## config.mk

```make
export PLATFORM = sky130hd
export DESIGN_NAME = debug_breakpoint
export DESIGN_NICKNAME = d
export VERILOG_FILES = /design/src/rtl/debug_breakpoint.sv
export SDC_FILE = /design/constraint.sdc
export NUM_CORES = 1
export LEC_CHECK = 0
export ABC_CLOCK_PERIOD_IN_PS = 4600
export CAP_MARGIN = 20
export CORE_MARGIN = 2
export CORE_UTILIZATION = 25
export DETAILED_ROUTE_END_ITERATION = 10
export PLACE_DENSITY = 0.44
export SYNTH_ARGS = -nofsm -noshare
export SYNTH_HDL_FRONTEND = slang
export SYNTH_SLANG_ARGS = --single-unit
```

## constraint.sdc

```tcl
create_clock -name clk -period 4.6 [get_ports clk]
set_clock_uncertainty 0.05 [all_clocks]
set_input_delay 0.46 -clock clk [delete_from_list [all_inputs] [get_ports clk]]
set_output_delay 0.46 -clock clk [all_outputs]
set_load 0.1 [all_outputs]
```

## src/rtl/debug_breakpoint.sv

```systemverilog
// Address-breakpoint / single-step unit: watches the GB bus and holds `halt`
// on a programmed access until a debounced resume releases it.
module debug_breakpoint #(
    parameter int unsigned SYNC_STAGES    = 2,
    parameter int unsigned RESUME_LOCKOUT = 16'hFFFF
) (
    input  logic        clk,
    input  logic        rst_n,
    input  logic [15:0] addr,
    input  logic        rd,
    input  logic        wr,
    input  logic        cs,
    input  logic [15:0] bp_addr,
    input  logic [15:0] bp_mask,
    input  logic [1:0]  bp_mode,
    input  logic [7:0]  bp_count,
    input  logic        step,
    input  logic        resume,
    output logic        halt,
    output logic [15:0] hit_addr,
    output logic        hit_wr,
    output logic [7:0]  hits
);

    localparam int unsigned AW = 16;
    localparam int unsigned CW = 8;

    typedef enum logic [1:0] {
        ST_RUN     = 2'b00,
        ST_HALTED  = 2'b01,
        ST_RELEASE = 2'b10
    } state_e;

    logic [SYNC_STAGES-1:0] rd_sync_q, wr_sync_q, cs_sync_q, res_sync_q;
    logic [AW-1:0]          addr_sync_q [SYNC_STAGES];

    state_e        state_q, state_d;
    logic [15:0]   lockout_q, lockout_d;
    logic [CW-1:0] hit_cnt_q, hit_cnt_d;
    logic          active_q, res_prev_q;
    logic          halt_q, halt_d;
    logic [AW-1:0] hit_addr_q, hit_addr_d;
    logic          hit_wr_q, hit_wr_d;
    logic [CW-1:0] hits_q, hits_d;

    logic          rd_s, wr_s, cs_s, res_s;
    logic [AW-1:0] addr_s;
    logic          active_c, start_c, is_wr_c, match_c, cnt_hit_c, fire_c, res_rise_c;
    logic [CW-1:0] bp_limit_c;

    // Strobes and address share the same synchronizer depth to stay aligned.
    always_ff @(posedge clk or negedge rst_n) begin
        if (!rst_n) begin
            rd_sync_q  <= '1;
            wr_sync_q  <= '1;
            cs_sync_q  <= '1;
            res_sync_q <= '0;
            for (int i = 0; i < int'(SYNC_STAGES); i++) addr_sync_q[i] <= '0;
        end else begin
            rd_sync_q  <= {rd_sync_q[SYNC_STAGES-2:0], rd};
            wr_sync_q  <= {wr_sync_q[SYNC_STAGES-2:0], wr};
            cs_sync_q  <= {cs_sync_q[SYNC_STAGES-2:0], cs};
            res_sync_q <= {res_sync_q[SYNC_STAGES-2:0], resume};
            addr_sync_q[0] <= addr;
            for (int i = 1; i < int'(SYNC_STAGES); i++) addr_sync_q[i] <= addr_sync_q[i-1];
        end
    end

    assign rd_s   = rd_sync_q[SYNC_STAGES-1];
    assign wr_s   = wr_sync_q[SYNC_STAGES-1];
    assign cs_s   = cs_sync_q[SYNC_STAGES-1];
    assign res_s  = res_sync_q[SYNC_STAGES-1];
    assign addr_s = addr_sync_q[SYNC_STAGES-1];

    assign active_c   = ~cs_s & (~rd_s | ~wr_s);
    assign start_c    = active_c & ~active_q;
    assign is_wr_c    = ~wr_s;
    assign res_rise_c = res_s & ~res_prev_q;
    assign match_c    = (((addr_s ^ bp_addr) & bp_mask) == '0)
                      & (is_wr_c ? bp_mode[1] : bp_mode[0]);
    assign bp_limit_c = (bp_count == '0) ? CW'(1) : bp_count;
    assign cnt_hit_c  = ((9'(hit_cnt_q) + 9'd1) >= 9'(bp_limit_c));
    assign fire_c     = (state_q == ST_RUN) & start_c & (step | (match_c & cnt_hit_c));

    always_ff @(posedge clk or negedge rst_n) begin
        if (!rst_n) begin
            state_q    <= ST_RUN;
            lockout_q  <= '0;
            hit_cnt_q  <= '0;
            active_q   <= 1'b0;
            res_prev_q <= 1'b0;
            halt_q     <= 1'b0;
            hit_addr_q <= '0;
            hit_wr_q   <= 1'b0;
            hits_q     <= '0;
        end else begin
            state_q    <= state_d;
            lockout_q  <= lockout_d;
            hit_cnt_q  <= hit_cnt_d;
            active_q   <= active_c;
            res_prev_q <= res_s;
            halt_q     <= halt_d;
            hit_addr_q <= hit_addr_d;
            hit_wr_q   <= hit_wr_d;
            hits_q     <= hits_d;
        end
    end

    // Next state, lockout and match counter; only RUN evaluates accesses.
    always_comb begin
        state_d   = state_q;
        lockout_d = lockout_q;
        hit_cnt_d = hit_cnt_q;
        case (state_q)
            ST_RUN: begin
                if (bp_mode == 2'b00) begin
                    hit_cnt_d = '0;
                end else if (!step && start_c && match_c) begin
                    hit_cnt_d = cnt_hit_c ? '0 : hit_cnt_q + CW'(1);
                end
                if (fire_c) state_d = ST_HALTED;
            end
            ST_HALTED: begin
                if (res_rise_c) begin
                    state_d   = ST_RELEASE;
                    lockout_d = 16'(RESUME_LOCKOUT);
                end
            end
            ST_RELEASE: begin
                if (lockout_q != '0) begin
                    lockout_d = lockout_q - 16'd1;
                end else if (!active_c) begin
                    state_d = ST_RUN;
                end
            end
            default: state_d = ST_RUN;
        endcase
    end

    always_comb begin
        halt_d     = (state_d == ST_HALTED);
        hit_addr_d = hit_addr_q;
        hit_wr_d   = hit_wr_q;
        hits_d     = hits_q;
        if (fire_c) begin
            hit_addr_d = addr_s;
            hit_wr_d   = is_wr_c;
            hits_d     = (hits_q == '1) ? hits_q : hits_q + CW'(1);
        end
    end

    assign halt     = halt_q;
    assign hit_addr = hit_addr_q;
    assign hit_wr   = hit_wr_q;
    assign hits     = hits_q;

endmodule

```

Word-level counts from Yosys, hierarchy flattened
Cells that the tools add are included.
- flip-flop bits (word level): 94
- latch bits: 0
- bits in writable memories: 0
- bits in read-only memories: 0
- output and inout port bits: 26
- logic and storage cells: 69
- memories kept: 0
- add/subtract/negate cells: 4
- multipliers: 0
- divide/modulo/power cells: 0
- magnitude comparators: 1
- equal/unequal tests: 6
- shifts and indexed selects: 0
- muxes and demuxes: 13
- bitwise gates (word level): 17
- reductions and logical operators: 13
- operator list (kind ; count):
    two-way mux 16 bit ; 2
    two-way mux 8 bit ; 4
    case mux 16 bit (2 select lines) ; 1
    adder 8 x 1 -> 8 bit (second input constant) ; 2
    bitwise AND 16 bit ; 1
    zero test 16 bit ; 1
    nonzero test 16 bit ; 1
    subtractor 16 x 1 -> 16 bit (second input constant) ; 1
    bitwise XOR 16 bit ; 1
    adder 8 x 1 -> 9 bit (second input constant) ; 1
    greater-or-equal comparator 9 x 8 -> 1 bit ; 1
    == test 8 bit (second input constant) ; 1
    zero test 8 bit ; 1
    two-way mux 2 bit ; 4
    bitwise AND 1 bit ; 7
    NOT 1 bit ; 6
    case mux 2 bit (3 select lines) ; 1
    == test 2 x 1 -> 1 bit (second input constant) ; 2
    zero test 2 bit ; 2
    inequality test 2 bit (second input constant) ; 2
    AND reduction 2 bit ; 2
    nonzero test 2 bit ; 2
    AND reduction 3 bit ; 1
    == test 2 bit (second input constant) ; 1
    other kinds (4) ; 6

Logic depth before layout (Yosys ltp)
Gate-level depths: netlist of run 1.
- word-level depth: 10
- depth in mapped cells: 12
- gate-level depth less buffers: 11

Worst setup path before layout of run 1
Ideal clock, no wire load.
- path kind: reg-to-reg
- start: register hit_cnt_q[2]
- end: register hit_addr_q[10], in the netlist hit_addr[10]
- library setup time: 126 ps
- data arrival time: 3053 ps
- setup slack: 1371 ps
- cell stages (with the launch flop): 13
- buffers on the path: 1
- cells stage by stage: dfrtp_1 -> and3_1 -> nand3_1 -> nor2_1 -> xor2_1 -> ha_1 -> and3_1 -> a221o_1 -> a211oi_2 -> nor4_4 -> nor2_4 -> buf_2 -> mux2_2
- word-level cells in the longest chain between the ends: 5
- ends and longest elaborated chain (element ; RTL line ; source):
    start, declared ; 39 ; logic [CW-1:0] hit_cnt_q, hit_cnt_d;
    start signal, assigned ; 99 ; hit_cnt_q <= hit_cnt_d;
    adder 8 x 1 -> 9 bit ; 82 ; assign cnt_hit_c = ((9'(hit_cnt_q) + 9'd1) >= 9'(bp_limit_c));
    greater-or-equal comparator 9 x 8 -> 1 bit ; 82 ;
    bitwise AND 1 bit ; 83 ; assign fire_c = (state_q == ST_RUN) & start_c & (step | (match_c & cnt_hit_c));
    OR 1 bit ; 83 ;
    bitwise AND 1 bit ; 83 ;
    end signal, assigned ; 103 ; hit_addr_q <= hit_addr_d;
    end, declared ; 42 ; logic [AW-1:0] hit_addr_q, hit_addr_d;
No other way between the ends.
A chain may end at the register's enable or synchronous reset.

Final worst setup path of run 1
Ends and elaborated chain as after synthesis.

==> metrics, run 1 <==
Die Ht between 100 and 150 µm; Mapped Cells approximately 320; hold buffers post-CTS 0; initial DRC count between 100 and 150; Root Buffer clkbuf_16; initial antenna violation count 0; Min-Delay Path Class input port to asynchronous set/reset pin; Routability Congestion 0.736; Yosys top cell by area dfrtp_1; share of the synthesized area in the top cell type 0.548; Max VDD drop 0.000280 V; number of CTS-inserted buffers 9; ANT nets after route 0; Max-slew headroom 0.312; Least-Margin Pin Slew between 1 and 1.5 ns; most frequent cell after synthesis dfrtp_1; Vias/cell ~4.3; commonest cells in the synthesized netlist dfrtp_1, mux2_2, xor2_1, nand2_1, xnor2_1; EDFF count, synth 0; Mapped Nets 397; Die Area approximately 17000 µm²; DRC Markers 0; share of flip-flops with an asynchronous set or reset 1.00; critical-path maximum fanout 19; number of antenna diodes 0; worst setup path category flip-flop to flip-flop; largest net degree at the start of global routing between 50 and 60; Total GRT Usage 0.116; H-tree depth 3; post-DP HPWL 6.66 mm; TritonRoute pass-1 iters 4; Cell Int Power around 0.0019 W; total power about 0.0034 W; hold slack approximately 0.038 ns; final wirelength ~8.9 mm; IO Count 91; Sw Ratio 0.434; Critical Path AT 3.72 ns; max cap viols 0; Final TNS setup 0 ns; Power per Cell Area roughly 610 nW/µm²; Core Area 15800 µm²; final slew viol count 0; top cells by area, synth dfrtp_1, mux2_2, dfstp_2; post-synth cell types 51; R2R cell count 11; post-CTS sizing 0; Clk pin slew, worst setup/hold paths 0.07 ns; Setup crit end kind flip-flop; drt wl/cell roughly 14 µm; Psw 0.00146 W; clock share of power 0.238; CTS tree done; FF-to-FF Start hit_cnt_q[2]; syn avg cell area between 10 and 15 µm²; postcts setup bufs 0; yosys warns 0; detailed-route via count 2763; Post-Syn Area between 4000 and 5000 µm²; CTS sink cnt 94; #FFs+latches synth 94; share of layout cells above drive strength 1 0.134; Gate power share 0.410; minimum clock period between 3 and 4 ns; Fin. Hold Viols 0; global-route wire length before repair ~15 mm; Startpoint Class flip-flop; LEAKAGE approximately 2.3 nW; WP data required around 4.8 ns; Synth Flop Type dfrtp_1; # rows 46; Final nets roughly 500; # setup viols final 0; Worst-Skew Late Latency roughly 0.35 ns; die width around 130 µm; Sequential Power Share 0.351; pre-CTS setup slack ~1.0 ns; Final Worst Setup Slack 1.06 ns; initial core utilization 0.255; RSZ-0062 raised after global routing no; Port Buffers 90; Critical Path Start hit_cnt_q[2]; Finished Core Util 0.348; GRT overflow 0; Layout area overhead 36.6%; Tcrit/Tclk final 0.770; CTS max path bufs 2; Fill cells 1600; Max Freq 282 MHz; vias in the first global route between 2000 and 3000; status completed; post-synthesis sequential area ratio 0.587
metal layers:
metal / wire length, µm / GRT usage / vias up
met1: 4040 / 0.143 / 1332
met3: 483 / 0.0448 / 9
li1: - / - / 1357
met5: 0 / 0 / -
met2: 4250 / 0.188 / 65
met4: 122 / 0.0338 / 0
power by group through the flow:
stage	logic (W)	clock network, W	registers [W]
5_1_grt	0.00146	0.000871	0.00121
6_report	0.00138	0.000801	0.00118
2_1_floorplan	0.000318	0	0.00187
4_1_cts	0.00139	0.000834	0.00118
3_5_place_dp	0.00139	0	0.00119
3_3_place_gp	0.00138	0	0.00119
critical path, cell delays in order (launching register included):
cell and delay (ns):
dfrtp_1 0.44, and3_1 0.20, nand3_1 0.15, nor2_1 0.16, xor2_1 0.20, ha_1 0.26, and3_1 0.18, a221o_1 0.33
a211oi_2 0.41, nor4_4 0.15, nor2_4 0.48, mux2_2 0.40
cell type report:
| type | count | area, µm² | share of cell area |
|---|---|---|---|
| clock inverters | 6 | 91.3 | 0.0166 |
| clock buffers | 10 | 229 | 0.0417 |
| repair buffers | 92 | 913 | 0.166 |
| multi-input cells | 209 | 1580 | 0.287 |
| flip-flops and latches | 94 | 2360 | 0.430 |
| inverters | 13 | 48.8 | 0.00889 |
| well taps | 216 | 270 | 0.0492 |
metrics by stage:
step / cells / area, µm²
after CTS: 640 / 5490
after global placement: 624 / 5170
final: 640 / 5490
after detailed placement: 624 / 5170
after global routing: 640 / 5490
after floorplan: 321 / 4020
final timing paths:
path                              endpoint  slack [ns]
hold / removal             addr_sync_q[16]        0.04
setup reg to reg              hit_addr[10]        1.06
max in group asynchronous     hit_cnt_q[3]        3.39
setup / recovery              hit_addr[10]        1.06
min in group clk                 addr_s[1]        0.30
hold reg to reg                  addr_s[1]        0.30
state kept, by name (all words and copies together), names as in the netlist:
name	cells
wr_sync_q	2
hit_wr	1
addr_s	16
addr_sync_q	16
active_q	1
state_q	2
rd_sync_q	2
res_prev_q	1
hit_addr	16
res_sync_q	2
hit_cnt_q	8
halt	1
hits	8
lockout_q	16
cs_sync_q	2
placed cells by master, fill, tap and decap left out, types with 11 or more instances in the layout:
cell / instances
clkdlybuf4s50_1: 89
dfrtp_1: 88
ha_1: 11
inv_1: 13
mux2_2: 22
nand2_1: 14
nor2_1: 11
nor3_1: 13
o21ai_0: 11
xnor2_1: 14
xor2_1: 18
kinds of logic after synthesis:
kind of cell / count (synthesis) / synth area share
DFF: 94 / 0.587
and+or+nand+nor: 85 / 0.123
AOI/OAI and AO/OA: 57 / 0.0987
xor gates and xnor gates: 32 / 0.0697
muxes: 24 / 0.0666
buffers and inverters: 18 / 0.0209
adders and majority gates: 11 / 0.0342
No activity file was read; power rests on OpenSTA's default activity.
==> run 2, diff against run 1 <==
--- a/config.mk
+++ b/config.mk
@@ -5,7 +5,7 @@
 export SDC_FILE = /design/constraint.sdc
 export NUM_CORES = 1
 export LEC_CHECK = 0
-export ABC_CLOCK_PERIOD_IN_PS = 4600
+export ABC_CLOCK_PERIOD_IN_PS = 3300
 export CAP_MARGIN = 20
 export CORE_MARGIN = 2
 export CORE_UTILIZATION = 25
==> constraint.sdc (replaced) <==
create_clock -name clk -period 3.3 [get_ports clk]
set_clock_uncertainty 0.05 [all_clocks]
set_input_delay 0.33 -clock clk [delete_from_list [all_inputs] [get_ports clk]]
set_output_delay 0.33 -clock clk [all_outputs]
set_load 0.1 [all_outputs]
==> run 2 against run 1 <==
Net effect:
- die area did not move
- sequential share of layout area fell by 1.1 points
- setup slack got worse by 0.84 ns
- critical path depth rose by 1
- maximum frequency rose by 15%
- via count rose by 1.4%
- non-clock buffer count rose by 12
- hold slack improved by 0.26 ns
- sequential power rose by 39%
- cell area rose by 2.5%
- combinational power rose by 41%
==> metrics, run 2 (synthesis gave the netlist of run 1 again) <==
postcts setup bufs 0 (unchanged); Die Ht 131 µm (unchanged); critical-path maximum fanout 19 (unchanged); Placed Cells incl. Taps 635 (+1.8%); Total GRT Usage 0.115 (-0.000637); Max VDD drop 0.000385 V (+38%); minimum clock period 3.08 ns (-0.458 ns); Post-DP Area 5260 µm² (+1.8%); Routability Congestion 0.752 (+2.1%); LEAKAGE 2.39 nW (+3.3%); status completed; RSZ-0062 raised after global routing no; Final TNS setup 0 ns (unchanged); Max-slew headroom 0.321 (+0.00857); Setup crit end kind flip-flop; post-DP HPWL 6.86 mm (+2.9%); global-route wire length before repair 15.0 mm (+0.89%); CP cell instances ha_1, buf_4, xor2_1, ha_1, nand2_1, o21ai_0, a211oi_2, buf_4, nor4_4, nor2_4, buf_12, mux2_2; total power 0.00480 W (+43%); detailed-route via count 2801 (+1.4%); H-tree depth 3 (unchanged); Core Area 15800 µm² (unchanged); number of CTS-inserted buffers 9 (unchanged); CTS sink cnt 94 (unchanged); Die Area 17100 µm² (unchanged); share of layout cells above drive strength 1 0.158 (+0.0238); final wirelength 9.03 mm (+1.4%); Worst-Skew Late Latency 0.34 ns (about the same); worst setup path category flip-flop to flip-flop; Power per Cell Area 852 nW/µm² (+39%); # rows 46 (unchanged); slowest stage delay, CP 0.53 ns (+0.05 ns); TritonRoute pass-1 iters 6 (+2); leading cell type in the layout, fill and taps excluded clkdlybuf4s50_1; Tcrit/Tclk final 0.935 (+0.165); Min-Delay Path Class flip-flop to flip-flop; Startpoint Class flip-flop; drt wl/cell 13.8 µm (-0.44%); GRT overflow 0 (unchanged); Port Buffers 90 (unchanged); initial antenna violation count 0 (unchanged); CTS tree done; most frequent cells in the layout clkdlybuf4s50_1, dfrtp_1, mux2_2, xor2_1; Clk pin slew, worst setup/hold paths 0.07 ns (about the same); Critical-path top delay cell nor4_4; DRC Markers 0 (unchanged); Vias/cell 4.30 (-0.49%); final instance area 5630 µm² (+2.5%); Layout Cells excl Fill 652 (+1.9%); die width 131 µm (unchanged); Final nets 507 (+2.4%); IO Count 91 (unchanged); Final Worst Setup Slack 0.216 ns (-0.842 ns); CTS max path bufs 2 (unchanged); Critical Path AT 3.26 ns (-0.46 ns); number of antenna diodes 0 (unchanged); Least-Margin Pin Slew 1.02 ns (-0.00661 ns); Fin. Hold Viols 0 (unchanged); post-CTS sizing 0 (unchanged); largest net degree at the start of global routing 37 (-31%); Root Buffer clkbuf_16; Layout area overhead 40.0%; WP data required 3.48 ns (-1.30 ns); pre-CTS setup slack 0.0370 ns (-0.983 ns); initial DRC count 92 (-24%); # setup viols final 0 (unchanged); ANT nets after route 0 (unchanged); initial core utilization 0.255 (unchanged); max cap viols 0 (unchanged); final slew viol count 0 (unchanged); vias in the first global route 2887 (+0.49%); Max Freq 324 MHz (+15%)
-- run 2: through the flow --
step                      hold slack, ns  utilization
after global routing               0.301        0.357
after global placement             0.203        0.334
after floorplan                  -0.0156            -
after CTS                          0.301        0.357
final                              0.299        0.357
after detailed placement           0.205        0.334
-- run 2: worst paths after layout --
kind	startpoint	to	slack (ns)	cells after the start
max in group asynchronous	rst_n	wr_sync_q[0]	2.03	3
setup / recovery	hit_cnt_q[0]	hit_addr[3]	0.22	12
min in group asynchronous	rst_n	addr_s[12]	0.37	2
hold reg to reg	addr_sync_q[26]	addr_s[10]	0.30	0
hold / removal	addr_sync_q[26]	addr_s[10]	0.30	0
setup reg to reg	hit_cnt_q[0]	hit_addr[3]	0.22	12
-- run 2: report_power, final --
part	internal (W)	switching [W]	total, W	leakage (nW)
sequential	0.00142	0.000227	0.00164	1.10
clock	0.000754	0.000461	0.00121	0.170
combinational	0.000580	0.00136	0.00194	1.13
-- run 2: layout make-up --
cell class,count,area (µm²)
multi-input cells,209,1580
clock buffers,9,225
repair buffers,104,1020
flip-flops and latches,94,2360
inverters,13,48.8
fillers,1576,10100
well taps,216,270
clock inverters,7,129
-- run 2: layer usage --
metal | track usage | part of all wire | vias up
met5 | 0 | 0 | -
met1 | 0.147 | 0.45 | 1343
met2 | 0.184 | 0.48 | 57
met3 | 0.0383 | 0.044 | 12
met4 | 0.0388 | 0.021 | 0
li1 | - | - | 1389
-- run 2: worst max-delay path, delay by kind of cell (launching register included) --
| kind | cells | cell delay, ns |
|---|---|---|
| XOR/XNOR | 1 | 0.16 |
| multiplexers | 1 | 0.27 |
| buffers and inverters | 3 | 0.50 |
| flip-flops | 1 | 0.44 |
| adder cells (fa/ha/maj) | 2 | 0.56 |
| AO/OA/AOI/OAI | 2 | 0.34 |
| AND/OR/NAND/NOR | 3 | 0.64 |
-- run 2: timing repair --
action | CTS | global route
hold buffers | 1 | 0
endpoints found under the hold margin | 24 | 0
setup endpoints to repair | 0 | 0
==> run 3, diff against run 2 <==
==> config.mk (replaced) <==
export PLATFORM = sky130hd
export DESIGN_NAME = debug_breakpoint
export DESIGN_NICKNAME = d
export VERILOG_FILES = /design/src/rtl/debug_breakpoint.sv
export SDC_FILE = /design/constraint.sdc
export NUM_CORES = 1
export LEC_CHECK = 0
export ABC_CLOCK_PERIOD_IN_PS = 3600
export CAP_MARGIN = 20
export CORE_UTILIZATION = 30
export DETAILED_ROUTE_END_ITERATION = 10
export PLACE_DENSITY = 0.5
export SYNTH_ARGS = -nofsm -noshare
export SYNTH_HDL_FRONTEND = slang
export SYNTH_SLANG_ARGS = --single-unit
==> constraint.sdc (replaced) <==
create_clock -name clk -period 3.6 [get_ports clk]
set_clock_uncertainty 0.05 [all_clocks]
set_input_delay 0.36 -clock clk [delete_from_list [all_inputs] [get_ports clk]]
set_output_delay 0.36 -clock clk [all_outputs]
set_load 0.1 [all_outputs]
==> run 3 against run 2 <==
Net effect:
- cell area decreased by 2.1%
- sequential share of layout area increased by 0.91 points
- maximum frequency down 8.7%
- clock power is 20% lower
- register-to-register slack barely moved
- via count grew 1.1%
- combinational power decreased by 8%
- power fell by 11%
- utilization increased by 7.3 points
- routed wire length fell by 4.1%
- critical path type unchanged
- cell count down 7.7%
==> metrics, run 3 (synthesis gave the netlist of run 1 again) <==
slowest stage delay, CP 0.47 ns (-0.06 ns); CP cell instances and3_1, nand3_1, nor2_1, xor2_1, ha_1, and3_1, a221o_1, a211oi_4, o21ai_1, or3b_2, o2bb2ai_1; Layout Cells excl Fill 602 (-7.7%); Fin. Hold Viols 0 (unchanged); Port Buffers 90 (unchanged); largest net degree at the start of global routing 81 (+120%); DRC Markers 0 (unchanged); status completed; Die Area 13900 µm² (-19%); Critical-path top delay cell or3b_2; H-tree depth 3 (unchanged); detailed-route via count 2833 (+1.1%); IO Count 91 (unchanged); post-DP HPWL 6.36 mm (-7.2%); Min-Delay Path Class flip-flop to flip-flop; postcts setup bufs 0 (unchanged); Vias/cell 4.71 (+9.5%); most frequent CP cell and3_1; # setup viols final 0 (unchanged); final wirelength 8.66 mm (-4.1%); critical-path maximum fanout 7 (-12); Final nets 501 (-1.2%); TritonRoute pass-1 iters 4 (-2); Die Ht 118 µm (-10%); ANT nets after route 0 (unchanged); Placed Cells incl. Taps 584 (-8.0%); vias in the first global route 2975 (+3.0%); # rows 41 (-11%); Max VDD drop 0.000586 V (+52%); Critical Path AT 3.59 ns (+0.33 ns); Setup crit end kind flip-flop; total power 0.00425 W (-11%); final instance area 5510 µm² (-2.1%); Least-Margin Pin Slew 1.02 ns (+0.00127 ns); CTS tree done; initial DRC count 139 (+51%); share of layout cells above drive strength 1 0.147 (-0.0117); CTS max path bufs 2 (unchanged); number of antenna diodes 0 (unchanged); Root Buffer clkbuf_16; initial antenna violation count 0 (unchanged); Max-slew headroom 0.320 (-0.000851); Power per Cell Area 772 nW/µm² (-9.4%); Tcrit/Tclk final 0.939 (+0.00405); final slew viol count 0 (unchanged); GRT overflow 0 (unchanged); WP data required 3.81 ns (+0.33 ns); die width 118 µm (-10%); number of CTS-inserted buffers 9 (unchanged); Routability Congestion 0.760 (+1.1%); Final TNS setup 0 ns (unchanged); Clk pin slew, worst setup/hold paths 0.07 ns (about the same); leading cell type in the layout, fill and taps excluded clkdlybuf4s50_1; Finished Core Util 0.429 (+0.0727); Layout area overhead 37.0%; max cap viols 0 (unchanged); global-route wire length before repair 14.6 mm (-2.6%); Worst-Skew Late Latency 0.35 ns (about the same); most frequent cells in the layout clkdlybuf4s50_1, dfrtp_1, mux2_2, xor2_1; Core Area 12800 µm² (-19%); LEAKAGE 2.36 nW (-1.6%); Post-DP Area 5150 µm² (-2.0%); Max Freq 296 MHz (-8.7%); worst path bufs/invs 0 (-3); Startpoint Class flip-flop; minimum clock period 3.38 ns (+0.295 ns); CTS sink cnt 94 (unchanged); worst setup path category flip-flop to flip-flop; Total GRT Usage 0.134 (+0.0193); initial core utilization 0.313 (+0.0585); Top delay family on crit path simple AND/OR/NAND/NOR gates; drt wl/cell 14.4 µm (+3.9%)
[run 3: changes by cell type in the layout (fill, tap and decap cells not counted), sizes merged]
cell and delta:
buf -6, bufinv -2, clkinv +3, inv -1
[run 3: stage by stage]
| step | worst slack [ns] | hold slack (ns) |
|---|---|---|
| 5_1_grt | -0.000984 | 0.305 |
| 2_1_floorplan | 0.371 | 0.0144 |
| 4_1_cts | 0.156 | 0.165 |
| 3_3_place_gp | 0.337 | 0.282 |
| 3_5_place_dp | 0.169 | 0.285 |
| 6_report | 0.221 | 0.295 |
[run 3: metal layers]
metal / part of all wire / vias to the layer above / GRT usage / wire length, µm
li1: - / 1374 / - / -
met1: 0.46 / 1387 / 0.171 / 3980
met2: 0.47 / 60 / 0.212 / 4080
met3: 0.050 / 12 / 0.0455 / 436
met4: 0.019 / 0 / 0.0489 / 162
met5: 0 / - / 0 / 0
[run 3: layout make-up]
type	count	area, µm²
fill	1239	7320
sequential	94	2360
multi-input combinational	209	1580
timing repair buffer	98	993
clock buffer	9	225
tap	172	215
clock inverter	7	82.6
inverter	13	48.8
[run 3: timing repair]
action,CTS,global route
resized for setup,0,1
endpoints found under the setup margin,0,2
hold buffers,0,1
hold endpoints to repair,0,8
[run 3: worst paths after layout]
path / cells after the start / slack (ns) / to / start
hold reg to reg: 0 / 0.30 / addr_s[4] / addr_sync_q[20]
min in group asynchronous: 2 / 0.33 / addr_sync_q[16] / rst_n
setup / recovery: 11 / 0.22 / hit_cnt_q[2] / hit_cnt_q[2]
setup reg to reg: 11 / 0.22 / hit_cnt_q[2] / hit_cnt_q[2]
hold / removal: 0 / 0.30 / addr_s[4] / addr_sync_q[20]
max in group asynchronous: 4 / 2.44 / lockout_q[7] / rst_n
[run 3: report_power, final]
group	switching (W)	total [W]	internal (W)
Sequential	0.000209	0.00151	0.00130
Combinational	0.00125	0.00178	0.000526
Clock	0.000421	0.000970	0.000549
